[config.mk]
export PLATFORM = sky130hd
export DESIGN_NAME = ms_stopwatch
export DESIGN_NICKNAME = d
export VERILOG_FILES = /design/src/rtl/rbot_timer_pkg.sv /design/src/rtl/ms_tick_gen.sv /design/src/rtl/ms_stopwatch.sv
export SDC_FILE = /design/constraint.sdc
export NUM_CORES = 1
export LEC_CHECK = 0
export ABC_AREA = 1
export BUFFER_PORTS_ARGS = -buffer_cell sky130_fd_sc_hd__buf_2
export CORE_UTILIZATION = 65
export CTS_BUF_LIST = sky130_fd_sc_hd__clkbuf_2
export CTS_CLUSTER_SIZE = 28
export DETAILED_ROUTE_END_ITERATION = 6
export GPL_TIMING_DRIVEN = 0
export PLACE_DENSITY_LB_ADDON = 0.1
export SLEW_MARGIN = 20
export SYNTH_ARGS = -nofsm -noshare
export SYNTH_HDL_FRONTEND = slang
export SYNTH_SLANG_ARGS = --single-unit
[constraint.sdc]
create_clock -name clock -period 4.5 [get_ports clock]
set_input_delay 0.9 -clock clock [delete_from_list [all_inputs] [get_ports clock]]
set_output_delay 0.9 -clock clock [all_outputs]
set_load 0.02 [all_outputs]
[src/rtl/rbot_timer_pkg.sv]
// Shared timing definitions for the robot timer blocks.
// Holds the default prescale constant and the stopwatch state type.
package rbot_timer_pkg;

   // Clock cycles per millisecond at the nominal 250 MHz system clock.
   localparam int CLKS_PER_MS_DEFAULT = 250000;

   // Stopwatch measurement states.
   typedef enum logic [1:0] {
      IDLE = 2'd0,
      RUN  = 2'd1,
      HOLD = 2'd2
   } sw_state_t;

endpackage

[src/rtl/ms_tick_gen.sv]
// Millisecond prescaler: emits a one-cycle tick on the wrap cycle.
// clear has priority over enable and forces the count back to zero.
module ms_tick_gen
   import rbot_timer_pkg::*;
#(
   parameter int CLKS_PER_MS = CLKS_PER_MS_DEFAULT
)
(
   input  logic clock,
   input  logic reset,
   input  logic clear,
   input  logic enable,
   output logic tick
);

   localparam int PW = $clog2(CLKS_PER_MS);
   localparam logic [PW-1:0] LAST = PW'(CLKS_PER_MS - 1);

   logic [PW-1:0] r_presc;
   logic          w_at_last;

   assign w_at_last = (r_presc == LAST);
   assign tick      = enable && !clear && w_at_last;

   // Count enabled cycles, wrapping after CLKS_PER_MS of them.
   always_ff @(posedge clock or posedge reset) begin
      if (reset) begin
         r_presc <= '0;
      end else if (clear) begin
         r_presc <= '0;
      end else if (enable) begin
         if (w_at_last) begin
            r_presc <= '0;
         end else begin
            r_presc <= r_presc + 1'b1;
         end
      end
   end

endmodule

[src/rtl/ms_stopwatch.sv]
// Millisecond stopwatch: counts whole ms between start and stop pulses.
// Define MS_STOPWATCH_SATURATE_EN to saturate elapsed and flag overflow.
module ms_stopwatch
   import rbot_timer_pkg::*;
#(
   parameter int CLKS_PER_MS = CLKS_PER_MS_DEFAULT,
   parameter int WIDTH       = 16
)
(
   input  logic             clock,
   input  logic             reset,
   input  logic             start,
   input  logic             stop,
   output logic [WIDTH-1:0] elapsed,
   output logic             running,
   output logic             done,
   output logic             overflow
);

   sw_state_t        r_state;
   logic [WIDTH-1:0] r_elapsed;
   logic             r_running;
   logic             r_done;
   logic             w_tick;
   logic             w_enable;

   // Prescaler only advances on plain RUN cycles; the stop edge is frozen.
   assign w_enable = (r_state == RUN) && !start && !stop;

   ms_tick_gen #(
      .CLKS_PER_MS (CLKS_PER_MS)
   ) u_tick (
      .clock  (clock),
      .reset  (reset),
      .clear  (start),
      .enable (w_enable),
      .tick   (w_tick)
   );

`ifdef MS_STOPWATCH_SATURATE_EN
   localparam logic [WIDTH-1:0] ELAPSED_MAX = '1;

   logic r_overflow;

   // Sticky overflow: set when a tick arrives at full scale.
   always_ff @(posedge clock or posedge reset) begin
      if (reset) begin
         r_overflow <= 1'b0;
      end else if (start) begin
         r_overflow <= 1'b0;
      end else if (w_tick && (r_elapsed == ELAPSED_MAX)) begin
         r_overflow <= 1'b1;
      end
   end

   assign overflow = r_overflow;
`else
   assign overflow = 1'b0;
`endif

   // Measurement FSM with registered elapsed/running/done outputs.
   always_ff @(posedge clock or posedge reset) begin
      if (reset) begin
         r_state   <= IDLE;
         r_elapsed <= '0;
         r_running <= 1'b0;
         r_done    <= 1'b0;
      end else begin
         r_done <= 1'b0;
         if (start) begin
            r_state   <= RUN;
            r_elapsed <= '0;
            r_running <= 1'b1;
         end else begin
            unique case (r_state)
               RUN: begin
                  if (stop) begin
                     r_state   <= HOLD;
                     r_running <= 1'b0;
                     r_done    <= 1'b1;
                  end else if (w_tick) begin
`ifdef MS_STOPWATCH_SATURATE_EN
                     if (r_elapsed != ELAPSED_MAX) begin
                        r_elapsed <= r_elapsed + 1'b1;
                     end
`else
                     r_elapsed <= r_elapsed + 1'b1;
`endif
                  end
               end
               IDLE, HOLD: begin
                  r_state <= r_state;
               end
               default: begin
                  r_state <= IDLE;
               end
            endcase
         end
      end
   end

   assign elapsed = r_elapsed;
   assign running = r_running;
   assign done    = r_done;

endmodule

=== Word level (Yosys, flattened, before mapping) ===
Index checks and enable logic that the tools add are counted.

* Flip-flop bits (word level): 38
* Latch bits: 0
* RAM bits: 0
* ROM bits: 0
* Input bits: 4
* Output and inout bits: 19
* Word-level logic and storage cells: 44
* Memories kept: 0

* Add/subtract/negate cells: 2
* $mul: 0
* Divide/modulo/power cells: 0
* Order comparisons: 0
* Eq/ne operators: 6
* Shift-type cells: 0
* Mux-type cells: 16
* Bitwise gates (word level): 0
* Reduce and logical (&&, ||, !) cells: 15

{| class="wikitable"
|+ Operators by type and width
! cell !! number
|-
| 16-bit 2-to-1 mux || 4
|-
| 18-bit 2-to-1 mux || 3
|-
| 18-bit by 1-bit adder with 18-bit output (second input constant) || 1
|-
| 18-bit == test (second input constant) || 1
|-
| 16-bit by 1-bit adder with 16-bit output (second input constant) || 1
|-
| 2-bit nonzero test || 4
|-
| 1-bit 2-to-1 mux || 6
|-
| 1-bit logical AND || 4
|-
| 2-bit 2-to-1 mux || 2
|-
| 2-bit != test (second input constant) || 2
|-
| 2-bit case mux with 2 select lines || 1
|-
| 2-bit AND reduction || 2
|-
| 3-bit != test (second input constant) || 1
|-
| 3-bit AND reduction || 1
|-
| 2-bit by 1-bit == test with 1-bit output (second input constant) || 1
|-
| 2-bit == test (second input constant) || 1
|-
| 1-bit zero test || 2
|-
| 2-bit zero test || 1
|-
| 2-bit OR reduction || 1
|}

=== Depth between registers and ports, before layout ===
* Depth in word-level cells: 9
* Depth in mapped cells: 10
* Mapped depth without buffers: 10

=== By module ===
From an unflattened synthesis, not the netlist that was laid out.

* Cells, all modules: 306
* Area, all modules: 2314.7 sq um

{| class="wikitable"
|+ By module, submodules not included
! module !! instances !! cells each !! area an instance (sq um) !! seq. area each (sq um)
|-
| ms_tick_gen || 1 || 157 || 1179.9 || 450.4
|-
| ms_stopwatch || 1 || 149 || 1134.8 || 500.5
|}

=== Worst setup path before layout ===
No wires, ideal clock.

* Path kind: input to register
* Start point: input port start
* End point: register u_tick.r_presc[2]
* Library setup time: 0.132 ns
* Data arrival time: 1.695 ns
* Data required time: 4.368 ns
* Setup slack: 2.672 ns
* Stages: 7
* Buffers on the path: 2
* Cell sequence: clkbuf_1 -> inv_1 -> nand2_1 -> inv_1 -> buf_2 -> nand2_1 -> o41ai_1

* Longest elaborated chain between the ends: 4
* Elaborated cells on any way between the ends: 5
* Those cells by class: 1 x mux; 4 x reduce/logical

{| class="wikitable"
|+ Ends and longest elaborated chain
! item !! RTL line !! source
|-
| start, declared || ms_stopwatch.sv:12 || <nowiki>input logic start,</nowiki>
|-
| 1-bit zero test || ms_stopwatch.sv:28 || <nowiki>assign w_enable = (r_state == RUN) && !start && !stop;</nowiki>
|-
| 1-bit logical AND (2 in series) || ms_stopwatch.sv:28 ||
|-
| 2-bit nonzero test (no line) || n/a ||
|-
| end signal, assigned || ms_tick_gen.sv:35 || <nowiki>r_presc <= r_presc + 1'b1;</nowiki>
|-
| end, declared || ms_tick_gen.sv:19 || <nowiki>logic [PW-1:0] r_presc;</nowiki>
|}

Parallel ways exist; a longest one is shown, timed or not.
A chain may end at the register's enable or synchronous reset.

=== Worst setup path in the final report ===
* Start point: register r_elapsed[12], in the netlist elapsed[12]
* End point: output port elapsed[12]

{| class="wikitable"
|+ RTL lines
! item !! RTL line !! source
|-
| start, declared || ms_stopwatch.sv:21 || <nowiki>logic [WIDTH-1:0] r_elapsed;</nowiki>
|-
| start signal, assigned || ms_stopwatch.sv:87 || <nowiki>r_elapsed <= r_elapsed + 1'b1;</nowiki>
|-
| end, declared || ms_stopwatch.sv:14 || <nowiki>output logic [WIDTH-1:0] elapsed,</nowiki>
|}

No word-level cell between the ends.

==> flow_summary.ini <==
[critical_path]
critPathArrivalTime_ns = 1.15
crit_slowest_cell = dfrtp_1
critical_path_class = flip-flop to output pin
slowest_delay_ns = 0.51
crit_required_ns = 3.60
cp-end-kind = output pin
start_kind = flip-flop
path_buf_inv = 1
critical_path.startpoint = elapsed[12]$_DFFE_PP0P_
cpLargestDelayFamily = flip-flops
reg2reg_from = u_tick.r_presc[0]$_DFFE_PP0P_
crit_fanout = 6
crit_chain = buf_2

[clocking]
cts_tree = built
postCtsSetupRepairBufs = 0
clkSinkCount = 38
cts_root_buf = clkbuf_2
cts_made_buffers = 5
cts_buffer_depth = 2
post_cts_hold_buffer_count = 0
clock_latency_ns = 0.43
clkTransAtPathRegs_ns = 0.22
htree_levels = 2
cts.repair.resized = 0

[sta]
period_share_pct = 45.5
fin_crit_ns = 2.05
fin_ws_ns = 2.45
finalMaxSlewViolations = 0
setup_violations = 0
fmax_ghz = 0.489
hold_viol_final = 0
fin_worst_skew_ns = 0.0323
rsz0062_at_grt = false
setup_tns_ns = 0

[layout]
nFillCells = 269
drive_gt1_share_pct = 14.0
n_antenna_cell = 0
nets = 370
syn_to_final_growth_pct = 10.7
instances_no_fill = 411

[drt]
wl_per_cell_um = 13.0
via_per_inst = 5.42
wirelength_um = 5350
drtPass1Iterations = 4
drcViolationCount = 0
dr.first_iter.drc_count = 160
drtAntennaViolNets = 0
vias = 2227

[synth]
synth.area.mux_share_pct = 0
synth_top_area_share_pct = 40.6
synth_fa_ha_area_share_pct = 1.07
synth-edff-count = 0
syn_area_mm2 = 0.00234
ys_async_sr_fraction_pct = 100
synth_cell_types = 28
ys_seq_elements = 38
synth_most_common_cell = nand2_1
synth-xor-area-share_pct = 4.12
synth_flop_cell = dfrtp_1
syn_inst = 336
yosys_warnings = 0
synth_top_family_by_area = simple AND/OR/NAND/NOR gates
synth_area_leaders = dfrtp_1, nand2_1, nand3_1, nor2_1, inv_1
synthSimpleGateAreaFrac_pct = 41.1
synth_compound_area_share_pct = 5.67
yosysTopAreaCell = dfrtp_1
yosys-top-cells-count = nand2_1, nor2_1, dfrtp_1, nand3_1, inv_1
syn_area_per_cell_um2 = 6.96
yosysSeqAreaShare_pct = 40.6
synth.net_count = 342

[floorplanning]
num_io_pins = 23
die-width_um = 62.0
core_mm2 = 0.00339
fp.dieH_um = 62.0
dieArea_mm2 = 0.00384
rows = 21
start_util_pct = 69.0

[power]
combPwrFrac_pct = 7.0
power.switching_uw = 159
powerDensity_mw_per_mm2 = 235
p_leak_uw = 0.00123
internal_power_uw = 450
swShare_pct = 26.1
power_frac_clock_pct = 35.5
vdd.ir_drop.worst_v = 0.000236
sequentialPowerShare_pct = 57.4

[global_routing]
antenna_found_initial = 0
track_usage_pct = 31.8
grt_pass1_vias = 2022
grt_start_max_net_pins = 23
gr-total-overflow = 0
grt_first_pass_wirelength_um = 8780

[hold_path]
hold_class = input port to async pin

[place]
place_congestion = 0.901
place_inst = 403
dp_slack_ns = 2.43
place_hpwl_um = 3890
io_buffer_count = 20

[job]
max-cap-violations = 0

[outcome]
status = finished, final reports clean
==> state kept, by name, summed over array words and instances (netlist names) <==
name            flops
elapsed            16
done                1
u_tick.r_presc     18
running             1
r_state             2
==> cell usage in the layout (no fill, tap or decap), drive strengths merged, types with 7 or more instances in the layout <==
| cell | instances |
|---|---|
| nand3 | 40 |
| inv | 33 |
| clkbuf | 7 |
| nor2 | 56 |
| dfrtp | 38 |
| o21ai | 9 |
| nand4 | 9 |
| buf | 27 |
| nand2 | 115 |
| xor2 | 9 |
==> final cells by class <==
| cell class | instances | area, µm² | area share, % |
|---|---|---|---|
| Buffer | 8 | 46.3 | 1.79 |
| Clock buffer | 5 | 25.0 | 0.966 |
| Clock inverter | 3 | 40.0 | 1.55 |
| Inverter | 33 | 124 | 4.78 |
| Multi-Input combinational cell | 257 | 1220 | 47.1 |
| Sequential cell | 38 | 951 | 36.7 |
| Tap cell | 46 | 57.6 | 2.22 |
| Timing Repair Buffer | 21 | 128 | 4.93 |
==> path summary, 6_finish.rpt <==
check	to	slack, ns	depth (start not counted)
setup / recovery	elapsed[12]	2.45	1
hold / removal	done$_DFF_PP0_	0.43	2
setup reg to reg	u_tick.r_presc[10]$_DFFE_PP0P_	2.72	10
hold reg to reg	u_tick.r_presc[15]$_DFFE_PP0P_	0.53	2
max in group asynchronous	u_tick.r_presc[12]$_DFFE_PP0P_	3.61	3
min in group clock	u_tick.r_presc[15]$_DFFE_PP0P_	0.53	2
==> logic make-up (layout without fill, tap and decap cells) <==
| group | after synthesis | in the layout |
|---|---|---|
| simple gates | 222 | 222 |
| buf+inv | 41 | 70 |
| flops | 38 | 38 |
| compound gates | 21 | 21 |
| xor+xnor | 11 | 11 |
| fa+ha+maj | 2 | 2 |
| other cells | 1 | 1 |
==> routing by layer <==
metal / global-route usage (%) / wire [µm] / vias up
li1: - / - / 1121
met1: 38.0 / 2260 / 1031
met2: 55.5 / 2730 / 64
met3: 6.63 / 257 / 11
met4: 13.0 / 101 / 0
met5: 0 / 0 / -
==> power by group through the flow <==
stage | Clock (µW) | Sequential [µW] | Combinational, µW
floorplan | 0 | 356 | 26.0
global placement | 0 | 355 | 38.6
detailed placement | 0 | 356 | 43.0
CTS | 220 | 350 | 43.0
global route | 233 | 350 | 48.4
finish | 216 | 350 | 42.8
==> stage by stage <==
stage                     util [%]  cell area (µm²)  power (µW)  hold slack, ns
after floorplan                  -             2340         382           0.471
after global placement        73.7             2500         394           0.487
after detailed placement      74.5             2520         399           0.488
after CTS                     76.4             2590         613           0.423
after global routing          76.4             2590         632           0.443
final                         76.4             2590         609           0.426
Power figures use the tool's default switching activity.
